--- src/rtl/systolic_matmul_seq.sv ---
// Sequenced NxN signed matrix multiply on an output-stationary systolic MAC array.
// Optional build macro ACC_SAT_EN saturates results to the signed OUT_W range instead of wrapping.
module systolic_matmul_seq #(
    parameter int N      = 4,
    parameter int DATA_W = 8,
    parameter int OUT_W  = 2*DATA_W,
    parameter int ACC_W  = 2*DATA_W + $clog2(N)
) (
    input  logic                     clk,
    input  logic                     reset,
    input  logic                     abort,
    input  logic                     in_valid,
    output logic                     in_ready,
    input  logic signed [DATA_W-1:0] in_data,
    output logic                     out_valid,
    input  logic                     out_ready,
    output logic signed [OUT_W-1:0]  out_data,
    output logic                     out_last,
    output logic                     busy,
    output logic                     done
);

    localparam int IW = (N > 1) ? $clog2(N) : 1;
    localparam int KW = $clog2(3*N);

`ifdef ACC_SAT_EN
    localparam logic signed [ACC_W-1:0] SAT_MAX = {{(ACC_W-OUT_W+1){1'b0}}, {(OUT_W-1){1'b1}}};
    localparam logic signed [ACC_W-1:0] SAT_MIN = {{(ACC_W-OUT_W+1){1'b1}}, {(OUT_W-1){1'b0}}};
`endif

    typedef enum logic [1:0] {IDLE, LOAD, COMP, OUT} state_t;
    state_t state, state_nx;

    logic signed [DATA_W-1:0] a_buf [N][N];
    logic signed [DATA_W-1:0] b_buf [N][N];
    // a_sh[i][0] / b_sh[0][j] are the skewed edge registers; the rest are PE pass-through regs
    logic signed [DATA_W-1:0] a_sh  [N][N];
    logic signed [DATA_W-1:0] b_sh  [N][N];
    logic signed [ACC_W-1:0]  acc   [N][N];

    logic [IW-1:0] ld_row, ld_col, o_row, o_col;
    logic          ld_b;
    logic [KW-1:0] k;
    int            kk;
    logic          in_fire, out_fire, ld_last, comp_last, o_last;

    function automatic logic signed [ACC_W-1:0] mac_term(input logic signed [DATA_W-1:0] a,
                                                        input logic signed [DATA_W-1:0] b);
        logic signed [2*DATA_W-1:0] p;
        p = a * b;
        return ACC_W'(p);
    endfunction

    function automatic logic signed [OUT_W-1:0] fit(input logic signed [ACC_W-1:0] v);
`ifdef ACC_SAT_EN
        if (v > SAT_MAX)      return SAT_MAX[OUT_W-1:0];
        else if (v < SAT_MIN) return SAT_MIN[OUT_W-1:0];
        else                  return v[OUT_W-1:0];
`else
        return v[OUT_W-1:0];
`endif
    endfunction

    assign kk        = int'(k);
    assign ld_last   = ld_b && (ld_row == IW'(N-1)) && (ld_col == IW'(N-1));
    assign comp_last = (k == KW'(3*N-1));
    assign o_last    = (o_row == IW'(N-1)) && (o_col == IW'(N-1));

    always_ff @(posedge clk or negedge reset) begin
        if (!reset) state <= IDLE;
        else        state <= state_nx;
    end

    always_comb begin
        state_nx  = state;
        in_ready  = 1'b0;
        out_valid = 1'b0;
        out_last  = 1'b0;
        out_data  = '0;
        done      = 1'b0;
        in_fire   = 1'b0;
        out_fire  = 1'b0;
        busy      = (state != IDLE);
        case (state)
            IDLE: begin
                in_ready = 1'b1;
                in_fire  = in_valid;
                if (in_fire) state_nx = LOAD;
            end
            LOAD: begin
                in_ready = 1'b1;
                in_fire  = in_valid;
                if (in_fire && ld_last) state_nx = COMP;
            end
            COMP: begin
                if (comp_last) state_nx = OUT;
            end
            OUT: begin
                out_valid = 1'b1;
                out_last  = o_last;
                out_data  = fit(acc[o_row][o_col]);
                out_fire  = out_ready;
                if (out_fire && o_last) begin
                    done     = 1'b1;
                    state_nx = IDLE;
                end
            end
            default: state_nx = IDLE;
        endcase
        // abort wins over any handshake in the same cycle
        if (abort) begin
            in_fire  = 1'b0;
            out_fire = 1'b0;
            done     = 1'b0;
            state_nx = IDLE;
        end
    end

    always_ff @(posedge clk or negedge reset) begin
        if (!reset) begin
            ld_row <= '0; ld_col <= '0; ld_b <= 1'b0;
            o_row  <= '0; o_col  <= '0; k    <= '0;
            for (int i = 0; i < N; i++) begin
                for (int j = 0; j < N; j++) begin
                    a_buf[i][j] <= '0; b_buf[i][j] <= '0;
                    a_sh[i][j]  <= '0; b_sh[i][j]  <= '0;
                    acc[i][j]   <= '0;
                end
            end
        end else if (abort) begin
            ld_row <= '0; ld_col <= '0; ld_b <= 1'b0;
            o_row  <= '0; o_col  <= '0; k    <= '0;
            for (int i = 0; i < N; i++) begin
                for (int j = 0; j < N; j++) begin
                    a_sh[i][j] <= '0; b_sh[i][j] <= '0;
                    acc[i][j]  <= '0;
                end
            end
        end else begin
            // load: A row-major then B row-major; ld_b wraps back to A after the last B
            if (in_fire) begin
                if (!ld_b) a_buf[ld_row][ld_col] <= in_data;
                else       b_buf[ld_row][ld_col] <= in_data;
                if (ld_col == IW'(N-1)) begin
                    ld_col <= '0;
                    if (ld_row == IW'(N-1)) begin
                        ld_row <= '0;
                        ld_b   <= ~ld_b;
                    end else begin
                        ld_row <= ld_row + 1'b1;
                    end
                end else begin
                    ld_col <= ld_col + 1'b1;
                end
                if (ld_last) begin
                    k <= '0;
                    for (int i = 0; i < N; i++) begin
                        for (int j = 0; j < N; j++) begin
                            a_sh[i][j] <= '0; b_sh[i][j] <= '0;
                            acc[i][j]  <= '0;
                        end
                    end
                end
            end

            // compute: skewed edge feed, systolic shift, MAC in every PE
            if (state == COMP) begin
                k <= k + 1'b1;
                for (int i = 0; i < N; i++) begin
                    if (kk >= i && kk - i < N) a_sh[i][0] <= a_buf[i][IW'(kk - i)];
                    else                       a_sh[i][0] <= '0;
                    if (kk >= i && kk - i < N) b_sh[0][i] <= b_buf[IW'(kk - i)][i];
                    else                       b_sh[0][i] <= '0;
                end
                for (int i = 0; i < N; i++) begin
                    for (int j = 1; j < N; j++) begin
                        a_sh[i][j] <= a_sh[i][j-1];
                        b_sh[j][i] <= b_sh[j-1][i];
                    end
                end
                for (int i = 0; i < N; i++) begin
                    for (int j = 0; j < N; j++) begin
                        acc[i][j] <= acc[i][j] + mac_term(a_sh[i][j], b_sh[i][j]);
                    end
                end
            end

            // output: row-major index advances only on a handshake
            if (out_fire) begin
                if (o_col == IW'(N-1)) begin
                    o_col <= '0;
                    if (o_row == IW'(N-1)) o_row <= '0;
                    else                   o_row <= o_row + 1'b1;
                end else begin
                    o_col <= o_col + 1'b1;
                end
            end
        end
    end

endmodule

--- config.mk ---
export PLATFORM = sky130hd
export DESIGN_NAME = systolic_matmul_seq
export DESIGN_NICKNAME = d
export VERILOG_FILES = /design/src/rtl/systolic_matmul_seq.sv
export SDC_FILE = /design/constraint.sdc
export NUM_CORES = 2
export LEC_CHECK = 0
export CORE_ASPECT_RATIO = 1.1
export CORE_MARGIN = 2
export CORE_UTILIZATION = 41
export CTS_BUF_LIST = sky130_fd_sc_hd__clkbuf_2
export DETAILED_ROUTE_END_ITERATION = 6
export SKIP_CTS_REPAIR_TIMING = 1
export SYNTH_ARGS = -nofsm -noshare
export SYNTH_HDL_FRONTEND = slang
export SYNTH_SLANG_ARGS = --single-unit
--- constraint.sdc ---
create_clock -name clk -period 7.15 [get_ports clk]
set_input_delay 1.43 -clock clk [delete_from_list [all_inputs] [get_ports clk]]
set_output_delay 1.43 -clock clk [all_outputs]
set_load 0.03 [all_outputs]
==> impl_metrics.json <==
{
  "status": "finished clean",
  "p_per_area_nw_per_um2": 110,
  "fin_cells": 9911,
  "netlist_area_um2": 78900,
  "layout_min_cycle_time_ns": 6.67,
  "required_ns": 5.72,
  "fin_skew_ns": 0.156,
  "numPlacedInstances": 9525,
  "worstSkewPairLatency_ns": 1.79,
  "antenna_found_initial": 7,
  "port_buffers": 33,
  "cts_tree": "done",
  "async_flop_share_pct": 100,
  "synthToLayoutAreaGrowth_pct": 5.74,
  "startpoint_type": "flip-flop",
  "vdd_ir_drop_max_v": 0.000166,
  "yosys_warnings": 0,
  "final_area_um2": 83400,
  "synth_top_family_by_area": "adder cells",
  "start_util_pct": 41.4,
  "synthMuxAreaShare_pct": 7.80,
  "synthTopCellsByCount": "1198 x inv_1, 1136 x fa_1, 783 x dfrtp_1",
  "synth_fp_nets": 9047,
  "fmax_ghz": 0.150,
  "end_kind": "output port",
  "timing.final.crit_share_pct": 93.3,
  "die_area_um2": 196000,
  "coreArea_um2": 191000,
  "timing.hold.ws_ns": 0.290,
  "placement_rows": 168,
  "grt_setup_unrepaired": "false",
  "synth_area_leaders": "fa_1 29%, dfrtp_1 25%, ha_1 9.7%, inv_1 5.7%, and2_1 4.4%",
  "tightest_slew_ns": 1.19,
  "ant_nets": 0,
  "pre_cts_slack_ns": 1.76,
  "postLayoutSetupSlackWorst_ns": 0.481,
  "drc": 0,
  "ios": 34,
  "synth_xor_area_share_pct": 3.24,
  "fin_setup_tns_ns": 0,
  "dpl.hpwl_um": 156000,
  "synth_edf_count": 0,
  "slew_viol_final": 0,
  "dr.pass1.iters": 6,
  "drive_gt1_share_pct": 10.9,
  "max_cap_violations": 0,
  "crit_start": "o_row[0]",
  "synth.most_common_cell": "inv_1",
  "r2r-start": "b_sh[88]",
  "placed_area_um2": 81400,
  "yosys.area_share.adder_pct": 38.5,
  "synth-seq-cells": 783,
  "cts_buffers": 212,
  "n_fill_cell": 18300,
  "grt_pass1_wl_um": 328000,
  "multi_input_area_um2": 53200,
  "yosysTopAreaCell": "fa_1",
  "hold_class": "in2async",
  "post-route-util_pct": 43.7,
  "clk_pin_slew_ns": 0.11,
  "critPathKind": "reg2out",
  "vias": 52104,
  "avgSynthCellArea_um2": 10.8,
  "yosysTopAreaCellShare_pct": 28.8,
  "register_area_um2": 19600,
  "grt_pass1_vias": 57824,
  "synth_simple_gate_area_share_pct": 9.14,
  "post_drt_wl_per_cell_um": 20.1,
  "total_power_mw": 9.21,
  "wl_um": 199000,
  "drtIter0Drc": 2877,
  "clockBufferDepth": 3,
  "p_leak_nw": 44.0,
  "grt_max_degree": 172,
  "drt-vias-per-instance": 5.26,
  "ys.flop_type": "dfrtp_1",
  "die_w_um": 422,
  "slew-limit-headroom_pct": 20.9,
  "finalSetupViolations": 0,
  "synth_compound_area_share_pct": 8.66,
  "syn_inst": 7284,
  "cts_sinks": 783,
  "hold_viol": 0,
  "htreeDepth": 4,
  "cts_root_buffer": "clkbuf_2",
  "worst_ep_arrival_time_ns": 5.24,
  "grt_overflow_total": 0,
  "ys_seq_area_share_pct": 24.8,
  "yosysUniqueCellTypes": 48,
  "ff2ff_setup_slack_ns": 1.78,
  "grt_usage_pct": 21.4,
  "crit_path_max_fanout": 46,
  "place.gp.congestion": 0.900,
  "final_nets": 8953,
  "die_y_um": 464
}
routing by layer:
layer | up-vias | part of all wire, % | global-route usage [%]
met3 | 387 | 4.7 | 3.79
met1 | 27276 | 41 | 26.6
met4 | 2 | 5.9 | 11.1
met2 | 1127 | 49 | 35.6
met5 | - | 0.0075 | 0
li1 | 23312 | - | -
report_power, final:
part           total (mW)  switching [mW]  internal [mW]
logic                1.12           0.785          0.332
clock network        3.45            2.19           1.25
registers            4.64           0.116           4.53
cells by family (layout without fill, tap and decap cells):
kind of cell | Yosys count | after routing
AOI/OAI and AO/OA | 966 | 966
xor gates and xnor gates | 292 | 292
adders and majority gates | 1750 | 1750
buffers and inverters | 1604 | 1668
DFF | 783 | 783
muxes | 403 | 403
other | 0 | 13
and+or+nand+nor | 1486 | 1486
path summary, 6_finish.rpt:
path / endpoint / cells past startpoint
worst max-delay path: out_data[4] / 5
worst min-delay path: acc[59] / 2
worst max register to register: acc[211] / 15
worst min register to register: b_buf[85] / 1
max in group asynchronous: acc[230] / 3
min in group clk: b_buf[85] / 1
cell usage in the layout, fill, tap and decap left out, types with 18 or more instances in the layout:
cell type,instances
nand2_1,678
a31oi_1,32
o31ai_1,32
nor2_1,141
a211oi_1,48
inv_1,1198
clkinv_1,65
buf_4,34
or3_1,18
o21ai_0,256
ha_1,614
nor3_1,23
clkdlybuf4s50_1,32
xor2_1,65
mux4_2,144
a32o_1,49
clkbuf_2,291
fa_1,1136
and2_1,551
a21o_1,48
dfrtp_1,780
xnor2_1,227
nand2b_1,31
o21a_1,66
mux2_2,256
a21oi_1,86
a22o_1,277
critical path, cell delays in order (launching register included):
cell	delay, ns
dfrtp_4	1.00
buf_4	0.42
mux4_2	0.65
mux4_2	0.48
and2_1	0.32
clkdlybuf4s50_1	0.66
flip-flops by register name, summed over array words and instances (netlist names):
signal / cells
a_buf: 128
a_sh: 128
b_sh: 128
ld_row: 2
o_col: 2
ld_col: 2
o_row: 2
ld_b: 1
k: 4
b_buf: 128
acc: 256
state: 2
cell type report:
type	instances	share of cell area (%)
diodes	13	0.0390
clock buffers	291	1.75
clock inverters	81	0.604
inverters	1215	5.47
multi-input cells	4897	63.8
flip-flops and latches	783	23.5
well taps	2550	3.82
repair buffers	81	1.03
Note: power is estimated with default switching activity, not from simulation.
